==> src/rtl/prog_loader_pkg.sv <==
// Shared definitions for the instruction-memory loader and its consumers.
package prog_loader_pkg;

    // Default instruction RAM geometry; the fetch unit slices its ROM address with the same value.
    localparam int ADDR_W_DEF = 14;
    localparam int LEN_W_DEF  = 16;

    // Loader states.
    typedef enum logic [2:0] {
        ST_IDLE,
        ST_LEN_LO,
        ST_LEN_HI,
        ST_DATA,
        ST_CSUM,
        ST_DONE,
        ST_ERR
    } state_e;

    // Byte lane within a 32-bit little-endian word.
    typedef logic [1:0] lane_idx_t;

    // States in which a load is in progress and bytes are consumed.
    function automatic logic is_load_state(input state_e s);
        return (s == ST_LEN_LO) || (s == ST_LEN_HI) || (s == ST_DATA) || (s == ST_CSUM);
    endfunction

endpackage

==> src/rtl/prog_word_packer.sv <==
// Assembles four little-endian bytes into a 32-bit word and flags the completing byte.
module prog_word_packer
    import prog_loader_pkg::*;
(
    input  logic        clock,
    input  logic        reset,
    input  logic        clear_i,
    input  logic        byte_valid_i,
    input  logic [7:0]  byte_i,
    output logic [31:0] word_o,
    output logic        word_valid_o
);

    lane_idx_t   byte_idx_q, byte_idx_d;
    logic [23:0] lanes_q, lanes_d;

    // The fourth byte is not stored: it is merged combinationally into the completed word.
    always_comb begin
        byte_idx_d = byte_idx_q;
        lanes_d    = lanes_q;
        if (clear_i) begin
            byte_idx_d = '0;
            lanes_d    = '0;
        end else if (byte_valid_i) begin
            byte_idx_d = byte_idx_q + lane_idx_t'(1);
            case (byte_idx_q)
                2'd0:    lanes_d[7:0]   = byte_i;
                2'd1:    lanes_d[15:8]  = byte_i;
                2'd2:    lanes_d[23:16] = byte_i;
                default: lanes_d        = lanes_q;
            endcase
        end
    end

    // Lane index and partial-word storage.
    always_ff @(posedge clock) begin
        if (reset) begin
            byte_idx_q <= '0;
            lanes_q    <= '0;
        end else begin
            byte_idx_q <= byte_idx_d;
            lanes_q    <= lanes_d;
        end
    end

    assign word_o       = {byte_i, lanes_q};
    assign word_valid_o = byte_valid_i && (byte_idx_q == 2'd3);

endmodule

==> src/rtl/prog_loader.sv <==
// Writes a length/data/checksum byte image into instruction RAM and holds the CPU until it verifies.
module prog_loader
    import prog_loader_pkg::*;
#(
    parameter int ADDR_W = ADDR_W_DEF,
    parameter int LEN_W  = LEN_W_DEF
) (
    input  logic              clock,
    input  logic              reset,
    input  logic              start,
    input  logic              rx_valid,
    input  logic [7:0]        rx_data,
    output logic              rx_ready,
    output logic              imem_we,
    output logic [ADDR_W-1:0] imem_addr,
    output logic [31:0]       imem_wdata,
    output logic              cpu_hold,
    output logic              busy,
    output logic              done,
    output logic              error,
    output logic [LEN_W-1:0]  word_count
);

    // Largest legal word count: the whole RAM, address 0 .. 2^ADDR_W-1.
    localparam logic [63:0] MAX_WORDS = 64'd1 << ADDR_W;

    state_e            state_q, state_d;
    logic [LEN_W-1:0]  len_q, len_d;
    logic [LEN_W-1:0]  wcnt_q, wcnt_d;
    logic [ADDR_W-1:0] addr_q, addr_d;
    logic [7:0]        csum_q, csum_d;
    logic              we_q, we_d;
    logic [ADDR_W-1:0] waddr_q, waddr_d;
    logic [31:0]       wdata_q, wdata_d;

    logic              xfer;
    logic              start_ok;
    logic [LEN_W-1:0]  len_hdr;
    logic [31:0]       word;
    logic              word_valid;
    logic              last_word;

    assign xfer      = rx_valid && rx_ready;
    assign start_ok  = start && ((state_q == ST_IDLE) || (state_q == ST_DONE) || (state_q == ST_ERR));
    assign len_hdr   = LEN_W'({rx_data, len_q[7:0]});
    assign last_word = word_valid && ((wcnt_q + LEN_W'(1)) == len_q);

    prog_word_packer u_packer (
        .clock        (clock),
        .reset        (reset),
        .clear_i      (start_ok),
        .byte_valid_i (xfer && (state_q == ST_DATA)),
        .byte_i       (rx_data),
        .word_o       (word),
        .word_valid_o (word_valid)
    );

    // State register.
    always_ff @(posedge clock) begin
        if (reset) state_q <= ST_IDLE;
        else       state_q <= state_d;
    end

    // Next-state decode; the length check is done on the full header as the high byte arrives.
    always_comb begin
        state_d = state_q;
        case (state_q)
            ST_IDLE, ST_DONE, ST_ERR: if (start) state_d = ST_LEN_LO;
            ST_LEN_LO: if (xfer) state_d = ST_LEN_HI;
            ST_LEN_HI: begin
                if (xfer) begin
                    if (64'(len_hdr) > MAX_WORDS) state_d = ST_ERR;
                    else if (len_hdr == '0)       state_d = ST_CSUM;
                    else                          state_d = ST_DATA;
                end
            end
            ST_DATA: if (last_word) state_d = ST_CSUM;
            ST_CSUM: if (xfer) state_d = (rx_data == csum_q) ? ST_DONE : ST_ERR;
            default: state_d = ST_IDLE;
        endcase
    end

    // Status outputs decoded from state; a failed image keeps the CPU held.
    always_comb begin
        rx_ready = is_load_state(state_q);
        busy     = is_load_state(state_q);
        cpu_hold = is_load_state(state_q) || (state_q == ST_ERR);
        done     = (state_q == ST_DONE);
        error    = (state_q == ST_ERR);
    end

    // Datapath next state: header latch, checksum, address/word counters and the write strobe.
    always_comb begin
        len_d   = len_q;
        wcnt_d  = wcnt_q;
        addr_d  = addr_q;
        csum_d  = csum_q;
        we_d    = 1'b0;
        waddr_d = waddr_q;
        wdata_d = wdata_q;
        if (start_ok) begin
            len_d  = '0;
            wcnt_d = '0;
            addr_d = '0;
            csum_d = '0;
        end else if (xfer) begin
            case (state_q)
                ST_LEN_LO: len_d = LEN_W'(rx_data);
                ST_LEN_HI: len_d = len_hdr;
                ST_DATA: begin
                    csum_d = csum_q ^ rx_data;
                    if (word_valid) begin
                        we_d    = 1'b1;
                        waddr_d = addr_q;
                        wdata_d = word;
                        addr_d  = addr_q + ADDR_W'(1);
                        wcnt_d  = wcnt_q + LEN_W'(1);
                    end
                end
                default: ;
            endcase
        end
    end

    // Datapath registers.
    always_ff @(posedge clock) begin
        if (reset) begin
            len_q   <= '0;
            wcnt_q  <= '0;
            addr_q  <= '0;
            csum_q  <= '0;
            we_q    <= 1'b0;
            waddr_q <= '0;
            wdata_q <= '0;
        end else begin
            len_q   <= len_d;
            wcnt_q  <= wcnt_d;
            addr_q  <= addr_d;
            csum_q  <= csum_d;
            we_q    <= we_d;
            waddr_q <= waddr_d;
            wdata_q <= wdata_d;
        end
    end

    assign imem_we    = we_q;
    assign imem_addr  = waddr_q;
    assign imem_wdata = wdata_q;
    assign word_count = wcnt_q;

endmodule

==> config.mk <==
export PLATFORM = sky130hd
export DESIGN_NAME = prog_loader
export DESIGN_NICKNAME = d
export VERILOG_FILES = /design/src/rtl/prog_loader_pkg.sv /design/src/rtl/prog_word_packer.sv /design/src/rtl/prog_loader.sv
export SDC_FILE = /design/constraint.sdc
export NUM_CORES = 1
export LEC_CHECK = 0
export ABC_AREA = 1
export CORE_MARGIN = 2
export CORE_UTILIZATION = 35
export DETAILED_ROUTE_END_ITERATION = 8
export SLEW_MARGIN = 0
export SYNTH_ARGS = -nofsm -noshare
export SYNTH_HDL_FRONTEND = slang
export SYNTH_SLANG_ARGS = --single-unit
==> constraint.sdc <==
create_clock -name clock -period 4 [get_ports clock]
set_input_delay 0.6 -clock clock [delete_from_list [all_inputs] [get_ports clock]]
set_output_delay 0.6 -clock clock [all_outputs]
set_load 0.05 [all_outputs]
# After elaboration in Yosys (flattened, before gate mapping)
# Index checks and enable logic that the tools add are counted.
# totals
register_bits	130
output_inout_bits	68
wordCells	76
# op_classes
add_sub_neg	3
bitwise	5
n_reduce_logical	27
muxes	11
n_eq_ne	16
n_lt_le_gt_ge	1
# op_table
operator	count
case mux 16 bit (2 select lines)	1
2-to-1 mux 3 bit	7
adder 16 x 1 -> 16 bit (second input constant)	1
== test 16 bit	1
greater-than comparator 16 x 15 -> 1 bit (second input constant)	1
zero test 16 bit	1
case mux 3 bit (5 select lines)	1
adder 14 x 1 -> 14 bit (second input constant)	1
!= test 2 bit (second input constant)	5
AND reduction 2 bit	5
== test 3 bit (second input constant)	3
== test 8 bit	1
XOR 8 bit	1
== test 3 x 2 -> 1 bit (second input constant)	2
logical OR 1 bit	6
AND reduction 3 bit	2
logical AND 1 bit	5
AND reduction 5 bit	1
== test 2 bit (second input constant)	2
NOT 1 bit	4
AND reduction 4 bit	1
OR reduction 4 bit	1
== test 3 x 1 -> 1 bit (second input constant)	1
zero test 3 bit	1
8 further kinds	8

# Longest topological paths before layout
# Gate-level depths: netlist (run 1).
# depth
ltp_word	10
mapped_depth	17

# Cells and area by module
# Synthesis (run 1) repeated with hierarchy kept, for this count alone.
# hier_totals
hier_cells	874
area_unflattened_um2	6177.2
# modules_own_cells
mod	cells_each	area_each_um2	n_inst	seq_area_each_um2
prog_loader	694	4895.9	1	2082.0
prog_word_packer	180	1281.2	1	520.5

# Least setup slack after synthesis (run 1)
# No wires, ideal clock.
# synth_path
path_type	reg2reg
start	register wcnt_q[0] (netlist: word_count[0])
end	register state_q[0]
path_stages_with_launch	17
arrival_time_ns	2.176
setup_slack_ns	1.711
cell_sequence	dfxtp_1 -> ha_1 -> nand2_1 -> nor2_2 -> nand3_1 -> nand2_1 -> nand2_1 -> nand2_1 -> nand2_1 -> nor2_1 -> nand2_1 -> nor2_1 -> nand2_1 -> nand2_1 -> nand2_2 -> o21ai_1 -> inv_1
# synth_via
elab_chain_len	5
# synth_rtl
item	line_no	source
from (decl)	prog_loader.sv:29	logic [LEN_W-1:0] wcnt_q, wcnt_d;
from (signal assigned)	prog_loader.sv:137	wcnt_q <= wcnt_d;
adder 16 x 1 -> 16 bit	prog_loader.sv:46	assign last_word = word_valid && ((wcnt_q + LEN_W'(1)) == len_q);
== test 16 bit	prog_loader.sv:46	
logical AND 1 bit	prog_loader.sv:46	
!= test 2 bit (no line)	n/a	
AND reduction 5 bit (no line)	n/a	
to (signal assigned)	prog_loader.sv:61	else state_q <= state_d;
to (decl)	prog_loader.sv:27	state_e state_q, state_d;
# Every way passes these cells.
# A chain may end at the register's enable or synchronous reset.

# Worst setup path after layout (run 1)
# layout_path
start	register state_q[2]
end	output port cpu_hold
# layout_via
elab_chain_len	5
# layout_rtl
item	line_no	source
== test 3 x 1 -> 1 bit or == test 3 x 2 -> 1 bit (tied branches)	prog_loader_pkg.sv:24	return (s == ST_LEN_LO) || (s == ST_LEN_HI) || (s == ST_DATA) || (s == ST_CSUM);
logical OR 1 bit (3 in a row)	prog_loader_pkg.sv:24	
logical OR 1 bit *	prog_loader.sv:87	cpu_hold = is_load_state(state_q) || (state_q == ST_ERR);
to (decl)	prog_loader.sv:17	output logic cpu_hold,
# Mark *: on every way between the ends. The rest lies on a longest branch, timed or not.

==> impl_metrics.toml, run 1 <==
[status]
outcome = "complete, no violations"

[logic_synthesis]
postSynthCellCount = 802
syn_nets = 820
syn_area_um2 = 5760
ys_ff_latch = 130
synth_warnings = 0
yosysUniqueCellTypes = 33
postSynthAreaPerCell_um2 = 7.19
ys_seq_area_share_pct = 45.1

[placement]
pre_cts_ws_ns = 1.01
gp_congestion = 0.832
port_buffers = 79
hpwlAfterDp_mm = 9.99

[sta]
fmax_mhz = 328
slew_headroom_pct = 22.2
rsz0062_at_grt = "no"
fin_worst_skew_ns = 0.00703
hold_violations = 0
finalHoldWorstSlack_ns = 0.458
fin_crit_sh_pct = 76.3
fin_tns_setup_ns = 0
tightest_slew_ns = 1.16
setup_viol_count_final = 0
finalWorstPathRequiredPeriod_ns = 3.05
setup_ws_ns = 0.947
drv_slew = 0

[setup_path]
crit_buf_inv = 2
worstPathRequired_ns = 3.40
cp-end-kind = "output port"
crit_type = "register to output port"
crit_arrival_ns = 2.45
crit_chain = "inv_1 > nor3_1 > nor2_1 > o21ai_0 > clkdlybuf4s50_1"
cp_slowest_cell = "clkdlybuf4s50_1"
cp_max_fo = 7
max_stage_delay_ns = 0.83
cp-start-kind = "register"
crit_family = "buffers and inverters"

[floorplanning]
core_um2 = 16000
die_area_um2 = 17500
io_pins = 80
std_cell_rows = 46
start_util_pct = 36.0
fp.dieH_um = 132
fp.dieW_um = 132

[power_and_ir_drop]
pwr_density_cell_nw_per_um2 = 476
power.static_leakage_uw = 0.00266
peakVddDrop_mv = 0.382

[global_routing]
grtUsageTotal_pct = 17.5
gr-usage-met1_pct = 23.7
grt_pass1_wl_mm = 24.6
grt-ovfl-total = 0
grt_util_met2_pct = 27.6
grt-busiest-layer = "met2"
grt_pass1_vias = 4858
grt_max_degree = 88
grtUsageMet3_pct = 4.15
antenna_found_initial = 0

[drt]
initialDrtViolationCount = 363
drcViolationCount = 0
antenna_left = 0
wirelength_mm = 14.9
vias_per_cell = 4.87
vias = 5345
wl_per_cell_um = 13.5
dr.pass1.iters = 5

[finish]
layout.nets = 887
seqCellArea_um2 = 2600
drive_gt1_share_pct = 6.58
multi_input_area_um2 = 2740
diodes = 0
fillers = 1729
syn_to_final_growth_pct = 26.1
finish.utilization_pct = 45.4

[clock_network]
clk_latency_ns = 0.42
cts_tree = "built"
cts_resized = 0
cts_buffers = 17
htree_num_levels = 4
clkTransAtPathRegs_ns = 0.06
cts_hold_buf = 0
post_cts_buffers = 0
cts_buffer_depth = 2
cts_sinks = 130
root_buffer = "clkbuf_16"

[hold_path]
hp-class = "register to register"

[flow_run]
maxCapViolCount = 0
==> registers in the layout, summed over array words and instances, names as in the netlist <==
| name | cells |
|---|---|
| addr_q | 14 |
| imem_addr | 14 |
| imem_we | 1 |
| word_count | 16 |
| csum_q | 8 |
| u_packer.byte_idx_q | 2 |
| state_q | 3 |
| len_q | 16 |
| imem_wdata | 32 |
| u_packer.lanes_q | 24 |
==> final timing paths <==
path,startpoint,to,slack [ns],depth (start not counted)
setup / recovery,state_q[2],cpu_hold,0.95,5
hold / removal,u_packer.lanes_q[9],u_packer.lanes_q[9],0.46,2
setup reg to reg,state_q[1],word_count[14],1.54,8
hold reg to reg,u_packer.lanes_q[9],u_packer.lanes_q[9],0.46,2
==> report_power, final <==
group / internal (uW) / total, uW / switching (uW)
Combinational: 206 / 663 / 457
Sequential: 1340 / 1380 / 40.7
Clock: 852 / 1410 / 562
Total: 2400 / 3460 / 1060
==> layout by cell type, fill, tap and decap left out, types with 2 or more instances in the layout <==
cell / synthesis / routed
a21oi_1: 82 / 82
clkbuf_8: 0 / 4
nand3b_1: 3 / 3
o21ai_0: 78 / 78
clkinv_2: 0 / 5
buf_4: 2 / 8
nand2_1: 135 / 135
inv_2: 2 / 2
nand3_2: 3 / 3
o21a_1: 2 / 2
nor2_4: 2 / 2
dfxtp_1: 130 / 130
nor2_1: 129 / 129
a211oi_1: 8 / 8
clkbuf_16: 0 / 17
nand2_2: 2 / 2
xor2_1: 12 / 12
nor2_2: 6 / 6
o21ai_1: 3 / 3
inv_1: 69 / 69
nand4_1: 11 / 11
nor3_1: 8 / 8
ha_1: 6 / 6
xnor2_1: 5 / 5
a31oi_1: 4 / 4
clkbuf_1: 32 / 2
clkinvlp_4: 0 / 3
clkdlybuf4s50_1: 0 / 79
nand3_1: 56 / 56
==> synthesized netlist by cell type <==
cell type | number | area (um2)
o21a_1 | 2 | 15.0
buf_2 | 4 | 20.0
nand3b_1 | 3 | 22.5
xnor3_1 | 1 | 22.5
dfxtp_1 | 130 | 2600
a31oi_1 | 4 | 25.0
buf_4 | 2 | 15.0
a21oi_2 | 1 | 8.76
nor2_2 | 6 | 37.5
a21oi_1 | 82 | 410
nor3_2 | 1 | 10.0
o21bai_2 | 1 | 11.3
inv_2 | 2 | 7.51
nor4_2 | 1 | 12.5
ha_1 | 6 | 75.1
clkbuf_2 | 1 | 5.00
nor2_1 | 129 | 484
xnor2_1 | 5 | 43.8
nand4_1 | 11 | 68.8
nor3_1 | 8 | 40.0
nand2_2 | 2 | 12.5
nand3_4 | 1 | 17.5
o211ai_1 | 1 | 7.51
nand3_2 | 3 | 30.0
nor2_4 | 2 | 22.5
o21ai_1 | 3 | 15.0
clkbuf_1 | 32 | 120
a211oi_1 | 8 | 60.1
xor2_1 | 12 | 105
nand3_1 | 56 | 280
nand2_1 | 135 | 507
o21ai_0 | 78 | 390
inv_1 | 69 | 259
==> tightest hold or removal path: cells and delay by family (launching register included) <==
family / cells / cell delay, ns
AO/OA/AOI/OAI: 1 / 0.05
AND/OR/NAND/NOR: 1 / 0.06
flip-flops: 1 / 0.30
==> through the flow <==
step           total power (uW)  std cells  instance area, um2
3_5_place_dp               2070       1066                6730
4_1_cts                    3490       1098                7270
5_1_grt                    3640       1098                7270
2_1_floorplan              1890        802                5760
3_3_place_gp               2070       1066                6730
6_report                   3460       1098                7270
==> layout make-up <==
cell class | count | share of cell area, %
timing repair buffer | 87 | 11.7
clock buffer | 23 | 6.71
clock inverter | 9 | 0.775
sequential | 130 | 35.8
tap | 216 | 3.72
inverter | 71 | 3.67
multi-input combinational | 562 | 37.6
==> metal layers <==
| layer | part of all wire, % | up-vias | wire, um |
|---|---|---|---|
| li1 | - | 2768 | - |
| met1 | 48 | 2446 | 7200 |
| met2 | 45 | 117 | 6750 |
| met3 | 5.1 | 14 | 754 |
| met4 | 1.1 | 0 | 165 |
| met5 | 0 | - | 0 |
==> cells by family after synthesis <==
| kind of cell | Yosys count | share of synthesized area (%) |
|---|---|---|
| adders and majority gates | 6 | 1.30 |
| xor gates and xnor gates | 18 | 2.97 |
| DFF | 130 | 45.1 |
| buffers and inverters | 110 | 7.40 |
| and+or+nand+nor | 358 | 26.8 |
| AOI/OAI and AO/OA | 180 | 16.4 |
No activity file was read; power rests on OpenSTA's default activity.
==> run 2, diff against run 1 <==
==> constraint.sdc (replaced) <==
create_clock -name clock -period 2.8 [get_ports clock]
set_input_delay 0.42 -clock clock [delete_from_list [all_inputs] [get_ports clock]]
set_output_delay 0.42 -clock clock [all_outputs]
set_load 0.05 [all_outputs]
==> run 2 against run 1 <==
- combinational power grew 45%
- clock power increased by 57%
- core utilization increased by 0.70 points
- total power up 49%
- non-clock buffer count increased by 3
- hold slack got worse by 0.0015 ns
- via count decreased by 1.1%
- sequential power increased by 43%
- global-route usage fell by 0.063 points
- design area rose by 1.5%
- largest power group unchanged
==> impl_metrics.toml, run 2 (same netlist as run 1, synthesis figures left out) <==
[drt]
vias = 5285
vias_per_cell = 4.80
drcViolationCount = 0
initialDrtViolationCount = 305
wl_per_cell_um = 13.6
antenna_left = 0
wirelength_mm = 14.9
dr.pass1.iters = 4

[finish]
stdcell_count = 1101
syn_to_final_growth_pct = 28.1
multi_input_area_um2 = 2740
diodes = 0
fillers = 1662
largest_reg_flops = 32
seqCellArea_um2 = 2600
layout.nets = 890
layout_commonest_cell = "nand2_1"
drive_gt1_share_pct = 7.01
mostFrequentLayoutCells = "135 x nand2_1, 130 x dfxtp_1, 129 x nor2_1"

[clock_network]
clkTransAtPathRegs_ns = 0.06
root_buffer = "clkbuf_16"
cts_buffer_depth = 2
htree_num_levels = 4
cts_buffers = 17
cts_sinks = 130
clk_latency_ns = 0.42
post_cts_buffers = 0
cts_tree = "built"

[global_routing]
grt_pass1_wl_mm = 24.4
antenna_found_initial = 0
grt_max_degree = 88
grt_pass1_vias = 4701
grtUsageTotal_pct = 17.4
grt-ovfl-total = 0

[flow_run]
maxCapViolCount = 0

[sta]
drv_slew = 0
hold_violations = 0
setup_viol_count_final = 0
fin_crit_sh_pct = 87.5
tightest_slew_ns = 1.12
fin_worst_skew_ns = 0.00889
fin_tns_setup_ns = 0
rsz0062_at_grt = "no"
fmax_mhz = 408
finalWorstPathRequiredPeriod_ns = 2.45
slew_headroom_pct = 24.6

[placement]
port_buffers = 79
gp_congestion = 0.859
dp.cells = 1069
hpwlAfterDp_mm = 10.1

[floorplanning]
fp.dieH_um = 132
die_area_um2 = 17500
io_pins = 80
core_um2 = 16000
std_cell_rows = 46
start_util_pct = 36.0
fp.dieW_um = 132

[setup_path]
crit_buf_inv = 3
cp-end-kind = "output port"
cp_slowest_cell = "clkdlybuf4s50_1"
crit_type = "register to output port"
cp_max_fo = 4
crit_family = "buffers and inverters"
cp-start-kind = "register"
worstPathRequired_ns = 2.38
max_stage_delay_ns = 0.82
crit_chain = "inv_1 > nor2_1 > inv_1 > nor2_1 > clkdlybuf4s50_1"
crit_arrival_ns = 2.03

[hold_path]
hp-class = "register to register"

[power_and_ir_drop]
pwr_density_cell_nw_per_um2 = 697
power.internal_uw = 3570
peakVddDrop_mv = 0.536
p_clk_share_pct = 43.0
sequentialPowerShare_pct = 38.3
swShare_pct = 30.5
switchingPower_uw = 1570
power.static_leakage_uw = 0.00274
p_comb_share_pct = 18.7

[status]
outcome = "complete, no violations"
-- run 2: cell types whose count changed in the layout (fill, tap and decap cells not counted) --
cell	previous run	this run
clkbuf_1	2	1
clkbuf_8	4	2
clkinv_2	5	3
buf_12	0	3
clkdlybuf4s50_1	79	76
clkinv_4	1	3
bufinv_16	0	2
inv_6	0	1
dlymetal6s2s_1	0	3
-- run 2: cell type report --
| type | instances | share of cell area, % |
|---|---|---|
| Clock buffer | 20 | 6.19 |
| Clock inverter | 12 | 1.80 |
| Inverter | 71 | 3.61 |
| Multi-Input combinational cell | 562 | 37.1 |
| Sequential cell | 130 | 35.3 |
| Tap cell | 216 | 3.66 |
| Timing Repair Buffer | 90 | 12.4 |
-- run 2: worst min-delay path: stages, from the launching register on --
cell and delay (ns):
dfxtp_1 0.30, nand2_1 0.06, a21oi_1 0.05
-- run 2: final timing paths --
check | startpoint | endpoint | slack, ns | cells after the start
setup / recovery | state_q[0] | done | 0.35 | 5
hold / removal | u_packer.lanes_q[23] | u_packer.lanes_q[23] | 0.46 | 2
setup reg to reg | word_count[0] | state_q[0] | 0.55 | 16
hold reg to reg | u_packer.lanes_q[23] | u_packer.lanes_q[23] | 0.46 | 2
-- run 2: repair_timing --
action	4_1_cts	5_1_grt
gates resized for setup	0	3
endpoints found under the setup margin	0	3
hold buffers	0	0
-- run 2: per-stage QoR --
| stage | setup WS (ns) | area, um2 | hold WS [ns] | total power, uW | util (%) |
|---|---|---|---|---|---|
| finish | 0.349 | 7380 | 0.456 | 5150 | 46.1 |
| floorplan | 0.511 | 5760 | 0.438 | 2700 | - |
| detailed placement | 0.450 | 6790 | 0.450 | 2970 | 42.4 |
| global placement | 0.508 | 6790 | 0.446 | 2970 | 42.4 |
| CTS | 0.0461 | 7370 | 0.459 | 5180 | 46.1 |
| global route | 0.230 | 7380 | 0.474 | 5380 | 46.1 |
-- run 2: power groups by stage --
stage / Clock, uW / Sequential (uW) / Combinational, uW
6_report: 2210 / 1970 / 962
5_1_grt: 2330 / 1980 / 1070
4_1_cts: 2240 / 1970 / 966
3_5_place_dp: 0 / 2010 / 961
3_3_place_gp: 0 / 2010 / 962
2_1_floorplan: 0 / 1990 / 716
-- run 2: routing by layer --
| metal | wire, um | global-route usage (%) | vias up |
|---|---|---|---|
| li1 | - | - | 2766 |
| met5 | 0 | 0 | - |
| met4 | 224 | 6.15 | 0 |
| met2 | 6670 | 26.5 | 104 |
| met1 | 7470 | 24.3 | 2396 |
| met3 | 574 | 3.73 | 19 |
